File: src/rtl/pipelined_adder_tree_pkg.sv
// adder_tree_pkg: shared constants and helpers for the pipelined adder tree (ACC_BITS used when ADDER_TREE_ACCUM_EN is defined)
package adder_tree_pkg;
  localparam int ACC_BITS = 8;
  function automatic int stage_ops(input int n_inputs, input int k);
    return n_inputs >> k;
  endfunction
  function automatic logic ext(input logic value, input bit signed_mode);
    return signed_mode & value;
  endfunction
endpackage

File: src/rtl/pipelined_adder_tree_if.sv
// pipelined_adder_tree_if: operand/sum valid-ready bundle; ADDER_TREE_ACCUM_EN adds in_last and widens out_sum
interface pipelined_adder_tree_if #(
  parameter int N_INPUTS = 8,
  parameter int IN_WIDTH = 23
);
  import adder_tree_pkg::*;
`ifdef ADDER_TREE_ACCUM_EN
  localparam int OUT_WIDTH = IN_WIDTH + $clog2(N_INPUTS) + ACC_BITS;
  logic in_last;
`else
  localparam int OUT_WIDTH = IN_WIDTH + $clog2(N_INPUTS);
`endif
  logic                         in_valid;
  logic                         in_ready;
  logic [N_INPUTS*IN_WIDTH-1:0] in_data;
  logic                         out_valid;
  logic                         out_ready;
  logic [OUT_WIDTH-1:0]         out_sum;
  modport master (
    output in_valid, in_data, out_ready,
`ifdef ADDER_TREE_ACCUM_EN
    in_last,
`endif
    input in_ready, out_valid, out_sum
  );
  modport slave (
    input in_valid, in_data, out_ready,
`ifdef ADDER_TREE_ACCUM_EN
    in_last,
`endif
    output in_ready, out_valid, out_sum
  );
endinterface

File: src/rtl/pipelined_adder_tree_level.sv
// adder_tree_level: one registered tree level summing operand pairs with one bit of growth (ADDER_TREE_ACCUM_EN carries last)
module adder_tree_level #(
  parameter int N_IN   = 2,
  parameter int W      = 8,
  parameter bit SIGNED = 1'b0
) (
  input  logic                       clk,
  input  logic                       rst_n,
  input  logic                       advance,
  input  logic [N_IN*W-1:0]          i_data,
  input  logic                       i_valid,
`ifdef ADDER_TREE_ACCUM_EN
  input  logic                       i_last,
  output logic                       o_last,
`endif
  output logic [(N_IN/2)*(W+1)-1:0]  o_data,
  output logic                       o_valid
);
  import adder_tree_pkg::*;
  logic [(N_IN/2)*(W+1)-1:0] w_sum;
  logic [W-1:0]              w_a;
  logic [W-1:0]              w_b;
  // pairwise sums of operands 2j and 2j+1, each extended by one bit
  always_comb begin
    w_sum = '0;
    w_a   = '0;
    w_b   = '0;
    for (int j = 0; j < N_IN/2; j++) begin
      w_a = i_data[2*j*W +: W];
      w_b = i_data[(2*j+1)*W +: W];
      w_sum[j*(W+1) +: W+1] = {ext(w_a[W-1], SIGNED), w_a} + {ext(w_b[W-1], SIGNED), w_b};
    end
  end
  // level register: shifts on advance, holds on stall
  always_ff @(posedge clk) begin
    if (!rst_n) begin
      o_data  <= '0;
      o_valid <= 1'b0;
`ifdef ADDER_TREE_ACCUM_EN
      o_last  <= 1'b0;
`endif
    end else if (advance) begin
      o_data  <= w_sum;
      o_valid <= i_valid;
`ifdef ADDER_TREE_ACCUM_EN
      o_last  <= i_last;
`endif
    end
  end
endmodule

File: src/rtl/pipelined_adder_tree.sv
// pipelined_adder_tree: fully pipelined valid/ready adder tree with global stall; ADDER_TREE_ACCUM_EN adds a group accumulator
module pipelined_adder_tree #(
  parameter int N_INPUTS = 8,
  parameter int IN_WIDTH = 23,
  parameter bit SIGNED   = 1'b0
) (
  input logic                    clk,
  input logic                    rst_n,
  pipelined_adder_tree_if.slave  bus
);
  import adder_tree_pkg::*;
  localparam int LEVELS = $clog2(N_INPUTS);
  localparam int TREE_W = IN_WIDTH + LEVELS;
  logic                         w_advance;
  logic [N_INPUTS*IN_WIDTH-1:0] r_data0;
  logic                         r_valid0;
  logic [TREE_W-1:0]            w_tree;
  logic                         w_tree_valid;
`ifdef ADDER_TREE_ACCUM_EN
  localparam int OUT_WIDTH = TREE_W + ACC_BITS;
  logic r_last0;
  logic w_tree_last;
`endif
  assign w_advance   = !bus.out_valid || bus.out_ready;
  assign bus.in_ready = w_advance;
  // stage 0: register the operand vector (or a bubble) on every advance
  always_ff @(posedge clk) begin
    if (!rst_n) begin
      r_data0  <= '0;
      r_valid0 <= 1'b0;
`ifdef ADDER_TREE_ACCUM_EN
      r_last0  <= 1'b0;
`endif
    end else if (w_advance) begin
      r_data0  <= bus.in_data;
      r_valid0 <= bus.in_valid;
`ifdef ADDER_TREE_ACCUM_EN
      r_last0  <= bus.in_last;
`endif
    end
  end
  for (genvar k = 1; k <= LEVELS; k++) begin : g_lvl
    localparam int NI = stage_ops(N_INPUTS, k-1);
    localparam int WI = IN_WIDTH + k - 1;
    logic [NI*WI-1:0]          w_in;
    logic                      w_vin;
    logic [(NI/2)*(WI+1)-1:0]  w_out;
    logic                      w_vout;
`ifdef ADDER_TREE_ACCUM_EN
    logic w_lin;
    logic w_lout;
`endif
    if (k == 1) begin : g_src
      assign w_in  = r_data0;
      assign w_vin = r_valid0;
`ifdef ADDER_TREE_ACCUM_EN
      assign w_lin = r_last0;
`endif
    end else begin : g_src
      assign w_in  = g_lvl[k-1].w_out;
      assign w_vin = g_lvl[k-1].w_vout;
`ifdef ADDER_TREE_ACCUM_EN
      assign w_lin = g_lvl[k-1].w_lout;
`endif
    end
    adder_tree_level #(.N_IN(NI), .W(WI), .SIGNED(SIGNED)) u_level (
      .clk     (clk),
      .rst_n   (rst_n),
      .advance (w_advance),
      .i_data  (w_in),
      .i_valid (w_vin),
`ifdef ADDER_TREE_ACCUM_EN
      .i_last  (w_lin),
      .o_last  (w_lout),
`endif
      .o_data  (w_out),
      .o_valid (w_vout)
    );
  end
  assign w_tree       = g_lvl[LEVELS].w_out;
  assign w_tree_valid = g_lvl[LEVELS].w_vout;
`ifdef ADDER_TREE_ACCUM_EN
  assign w_tree_last  = g_lvl[LEVELS].w_lout;
  logic [OUT_WIDTH-1:0] r_acc;
  logic [OUT_WIDTH-1:0] r_sum;
  logic [OUT_WIDTH-1:0] w_ext;
  logic                 r_out_valid;
  assign w_ext = {{ACC_BITS{ext(w_tree[TREE_W-1], SIGNED)}}, w_tree};
  // fold tree results into the group total; publish and restart from 0 on the last one
  always_ff @(posedge clk) begin
    if (!rst_n) begin
      r_acc       <= '0;
      r_sum       <= '0;
      r_out_valid <= 1'b0;
    end else if (w_advance) begin
      r_out_valid <= w_tree_valid && w_tree_last;
      if (w_tree_valid) begin
        r_acc <= w_tree_last ? '0 : r_acc + w_ext;
        if (w_tree_last) r_sum <= r_acc + w_ext;
      end
    end
  end
  assign bus.out_sum   = r_sum;
  assign bus.out_valid = r_out_valid;
`else
  assign bus.out_sum   = w_tree;
  assign bus.out_valid = w_tree_valid;
`endif
endmodule

File: src/flat_wrapper.sv
// flat-port wrapper written by rule: the top's interface ports become plain ports
module pipelined_adder_tree_flat import adder_tree_pkg::*;
#(
  parameter int N_INPUTS = 8,
  parameter int IN_WIDTH = 23,
  parameter bit SIGNED   = 1'b0
)
  (clk, rst_n, bus_in_valid, bus_in_data, bus_out_ready, bus_in_ready, bus_out_valid, bus_out_sum);
  pipelined_adder_tree_if #(.N_INPUTS(N_INPUTS), .IN_WIDTH(IN_WIDTH)) bus_i ();
  input logic clk;
  input logic rst_n;
  input wire logic [$bits(bus_i.in_valid)-1:0] bus_in_valid;
  input wire logic [$bits(bus_i.in_data)-1:0] bus_in_data;
  input wire logic [$bits(bus_i.out_ready)-1:0] bus_out_ready;
  output wire logic [$bits(bus_i.in_ready)-1:0] bus_in_ready;
  output wire logic [$bits(bus_i.out_valid)-1:0] bus_out_valid;
  output wire logic [$bits(bus_i.out_sum)-1:0] bus_out_sum;
  assign bus_i.in_valid = bus_in_valid;
  assign bus_i.in_data = bus_in_data;
  assign bus_i.out_ready = bus_out_ready;
  assign bus_in_ready = bus_i.in_ready;
  assign bus_out_valid = bus_i.out_valid;
  assign bus_out_sum = bus_i.out_sum;
  pipelined_adder_tree #(.N_INPUTS(N_INPUTS), .IN_WIDTH(IN_WIDTH), .SIGNED(SIGNED)) u_core (.clk(clk), .rst_n(rst_n), .bus(bus_i));
endmodule
File: config.mk
export PLATFORM = sky130hd
export DESIGN_NAME = pipelined_adder_tree_flat
export DESIGN_NICKNAME = d
export VERILOG_FILES = /design/src/rtl/pipelined_adder_tree_pkg.sv /design/src/rtl/pipelined_adder_tree_if.sv /design/src/rtl/pipelined_adder_tree_level.sv /design/src/rtl/pipelined_adder_tree.sv /design/src/flat_wrapper.sv
export SDC_FILE = /design/constraint.sdc
export NUM_CORES = 1
export LEC_CHECK = 0
export CORE_MARGIN = 2
export CORE_UTILIZATION = 30
export CTS_BUF_LIST = sky130_fd_sc_hd__clkbuf_8 sky130_fd_sc_hd__clkbuf_16
export CTS_CLUSTER_SIZE = 25
export DETAILED_ROUTE_END_ITERATION = 12
export GPL_ROUTABILITY_DRIVEN = 0
export GPL_TIMING_DRIVEN = 0
export SYNTH_ARGS = -nofsm -noshare
export SYNTH_HDL_FRONTEND = slang
export SYNTH_SLANG_ARGS = --single-unit
File: constraint.sdc
create_clock -name clk -period 7.55 [get_ports clk]
set_clock_uncertainty 0.05 [all_clocks]
set_input_delay 1.51 -clock clk [delete_from_list [all_inputs] [get_ports clk]]
set_output_delay 1.51 -clock clk [all_outputs]
set_load 0.02 [all_outputs]
== Word-level counts from Yosys, hierarchy flattened ==
Index checks and enable logic that the tools add are counted.

* Add/sub/neg operators: 7
* Reductions and logical operators: 2

{| class="wikitable"
|+ Operators with widths
! cell !! count
|-
| $add 23x23->24 || 4
|-
| $add 24x24->25 || 2
|-
| $add 25x25->26 || 1
|-
| $logic_not 1->1 || 1
|-
| $logic_or 1x1->1 || 1
|}

* Output and inout port bits: 28
* Flip-flop bits (word level): 360

== Longest topological paths before layout ==
* Word-level depth: 2
* Depth in mapped cells: 10

== Hierarchy ==
Synthesis repeated with hierarchy kept, for this count alone.

* Cells, all modules: 2543
* Area, all modules: 21693.3 µm²

{| class="wikitable"
|+ Modules (own cells, without submodules)
! module !! area an instance (µm²) !! cells an instance !! times used
|-
| adder_tree_level at u_core.g_lvl[1].u_level || 7644.8 || 916 || 1
|-
| pipelined_adder_tree || 7382.1 || 804 || 1
|-
| adder_tree_level at u_core.g_lvl[2].u_level || 4259.1 || 520 || 1
|-
| adder_tree_level at u_core.g_lvl[3].u_level || 2407.3 || 303 || 1
|}

== Least setup slack after synthesis ==
Ideal clock, no wire load.

* Kind: in2out
* Start point: input port bus_out_ready
* End point: output port bus_in_ready
* Cell stages on the path: 4
* Slack: 3.619 ns
* Buffers on the path: 2
* Arrival: 2.371 ns
* Cells stage by stage: nor2b_1 > inv_2 > clkbuf_1 > clkbuf_1

* Longest elaborated chain between the ends: 1

{| class="wikitable"
|+ Ends and longest elaborated chain
! element !! line !! RTL
|-
| from (decl) || flat_wrapper.sv:14 || <nowiki>input wire logic [$bits(bus_i.out_ready)-1:0] bus_out_ready;</nowiki>
|-
| $logic_or 1x1->1 || pipelined_adder_tree.sv:24 || <nowiki>assign w_advance = !bus.out_valid || bus.out_ready;</nowiki>
|-
| to (decl) || flat_wrapper.sv:15 || <nowiki>output wire logic [$bits(bus_i.in_ready)-1:0] bus_in_ready;</nowiki>
|}

No other way between the ends.

== Worst setup path after layout ==
Same ends and word-level chain as after synthesis.

==> reports/qor.yml <==
status: "completed"
period_needed_ns: 6.41
clk_pin_slew_ns: 0.06
mostFrequentLayoutCells: "nand2_1 (614), a21oi_1 (387), dfxtp_1 (360), clkdlybuf4s50_1 (215), ha_1 (165)"
synth_top_family_by_area: "compound AO/OA/AOI/OAI gates"
synth_edf_count: 0
min_from: "u_core.g_lvl[3].u_level.o_data[5]$_SDFFE_PN0P_"
antenna_left: 0
max_slew_margin_pct: 14.6
r2r_slack_ns: 3.42
routedWlPerCell_um: 18.1
drt-total-wl_um: 67200
fmax_ghz: 0.156
worst_pin_slew_ns: 1.28
min_path_type: "reg -> reg"
peakVddDrop_v: 0.000133
fin_setup_tns_ns: 0
seq_area_frac_synth_pct: 35.9
syn-num-nets: 2929
synth_warnings: 0
gr-total-overflow: 0
ys_types: 78
whs_ns: 0.401
portBuffers: 215
crit_slowest_cell: "nor2b_1"
nets: 3187
cts_buffer_depth: 3
cts_setup_buffers: 0
die_width_um: 263
clockRootBuffer: "clkbuf_16"
finalPower_w: 0.00555
cts_tree: "yes"
p_per_area_nw_per_um2: 224
leakagePower_nw: 10.6
critical-path-top-delay-family: "buffers and inverters"
num_io_pins: 216
insertion_delay_ns: 0.59
dieHeight_um: 263
synth_compound_area_share_pct: 26.1
end_kind: "output port"
dp_hpwl_um: 52000
ys.flop_type: "dfxtp_1"
die-area_sq_um: 69100
avgSynthCellArea_sq_um: 7.82
syn_area_sq_um: 20100
numCtsBuffers: 41
synth_fa_ha_area_share_pct: 11.0
critPathBufInv: 5
worst_setup_path_start_kind: "input pin"
setup_viol_count_final: 0
drive_gt1_share_pct: 3.15
vias: 19000
avgViaCountPerCell: 5.09
required_ns: 5.99
maxSlewViolCount: 0
worstHoldEndpoint: "u_core.g_lvl[3].u_level.o_data[5]$_SDFFE_PN0P_"
num_rows: 94
hold_violations: 0
cts.htree.levels: 2
dr.first_iter.drc_count: 1316
route.detailed.drc: 0
ys_ff_latch: 360
start_util_pct: 30.5
hold_path_depth: 2
cp_max_fo: 10
grt_pass1_wl_um: 102000
crit_type: "in -> out"
crit_arrival_ns: 4.85
max_stage_delay_ns: 0.81
worstPathCellList: "clkdlybuf4s50_1 -> nor2b_1 -> inv_2 -> clkbuf_1 -> clkbuf_1 -> clkdlybuf4s50_1"
rsz0062_at_grt: "false"
cts_resized: 0
first_pass_iters: 5
synthXorXnorAreaFrac_pct: 4.49
clkSinkCount: 360
hold_buffers: 0
synth_mux_area_share_pct: 0.305
rr_endpoint: "u_core.g_lvl[1].u_level.o_data[44]$_SDFFE_PN0P_"
maxCapViolations: 0
period_share_pct: 84.9
netlist_instances: 2569
synth-async-reset-ratio_pct: 0
grt_max_degree: 14
mostFrequentLayoutCell: "nand2_1"
r2r_cells: 7
grt_pass1_vias: 17900
synth-simple-area-share_pct: 18.9
core-area_sq_um: 66000
reg2reg_from: "u_core.g_lvl[3].u_level.o_valid$_SDFFE_PN0P_"
syn2layout_area_growth_pct: 23.2
track_usage_pct: 18.8
grt_antenna_before_repair: 2
## cell usage after synthesis (all sizes together), types with 13 or more instances
cell	n	share of area, %
ha	165	10
a21o	78	2.9
o211ai	33	1.3
and3	18	0.56
o21a	21	0.78
xnor2	64	2.8
nor2	105	2.0
o21bai	20	0.75
xor2	39	1.7
a211oi	47	1.9
dfxtp	360	36
clkbuf	121	2.3
a211o	13	0.57
inv	46	0.86
nor3	32	0.82
nor2b	13	0.40
nand3	38	0.95
a31oi	21	0.76
nand2	614	11
nand4	25	0.78
or3	16	0.50
a21oi	390	9.8
o21ai	137	3.4
## worst max-delay path by stage
stage | from | to | slack, ns | depth (start not counted)
3_3_place_gp | bus_out_ready | bus_in_ready | 1.23 | 6
6_report | bus_out_ready | bus_in_ready | 1.14 | 6
2_1_floorplan | bus_out_ready | bus_in_ready | 3.62 | 4
4_1_cts | bus_out_ready | bus_in_ready | 1.17 | 6
3_5_place_dp | bus_out_ready | bus_in_ready | 1.18 | 6
5_1_grt | bus_out_ready | bus_in_ready | 1.14 | 6
## cell families (layout without fill, tap and decap cells)
family                   Yosys count  after routing
AND/OR/NAND/NOR                  901            901
AO/OA/AOI/OAI                    849            849
flip-flops                       360            360
buffers and inverters            178            468
adder cells (fa/ha/maj)          172            172
XOR/XNOR                         103            103
multiplexers                       6              6
other                              0              1
## metrics by stage
| stage | cell area [sq um] | cells | worst slack (ns) | utilization [%] |
|---|---|---|---|---|
| after floorplan | 20100 | 2569 | 3.62 | - |
| after global placement | 23300 | 3648 | 1.23 | 35.4 |
| after detailed placement | 23300 | 3648 | 1.18 | 35.4 |
| after CTS | 24800 | 3723 | 1.17 | 37.5 |
| after global routing | 24800 | 3724 | 1.14 | 37.5 |
| final | 24800 | 3724 | 1.14 | 37.5 |
## layout make-up
| type | instances | area, sq um |
|---|---|---|
| Sequential cell | 360 | 7210 |
| Inverter | 46 | 173 |
| Buffer | 132 | 497 |
| Tap cell | 864 | 1080 |
| Multi-Input combinational cell | 2031 | 12200 |
| Fill cell | 6941 | 41200 |
| Clock inverter | 27 | 307 |
| Clock buffer | 48 | 1120 |
| Timing Repair Buffer | 215 | 2150 |
| Antenna cell | 1 | 2.50 |
## tightest hold or removal path: stages (launching register included)
cell     delay (ns)
dfxtp_1        0.31
nand2_1        0.05
a21oi_1        0.05
## routing by layer
| layer | track usage [%] | wire, um | vias to the layer above |
|---|---|---|---|
| li1 | - | - | 9655 |
| met1 | 25.2 | 31100 | 8722 |
| met2 | 30.8 | 30400 | 477 |
| met3 | 2.96 | 3640 | 104 |
| met4 | 6.17 | 2050 | 2 |
| met5 | 0 | 11 | - |
## power by group
part | internal, W | switching [W] | total [W]
Sequential | 0.00208 | 0.000131 | 0.00221
Clock | 0.00127 | 0.000857 | 0.00213
Combinational | 0.000529 | 0.000683 | 0.00121
## flip-flops by register name, indices dropped and copies added (netlist names)
| name | count |
|---|---|
| u_core.g_lvl.u_level.o_data | 172 |
| u_core.g_lvl.w_in | 184 |
| u_core.g_lvl.w_vin | 1 |
| u_core.g_lvl.u_level.o_valid | 3 |
Note: power is estimated with default switching activity, not from simulation.
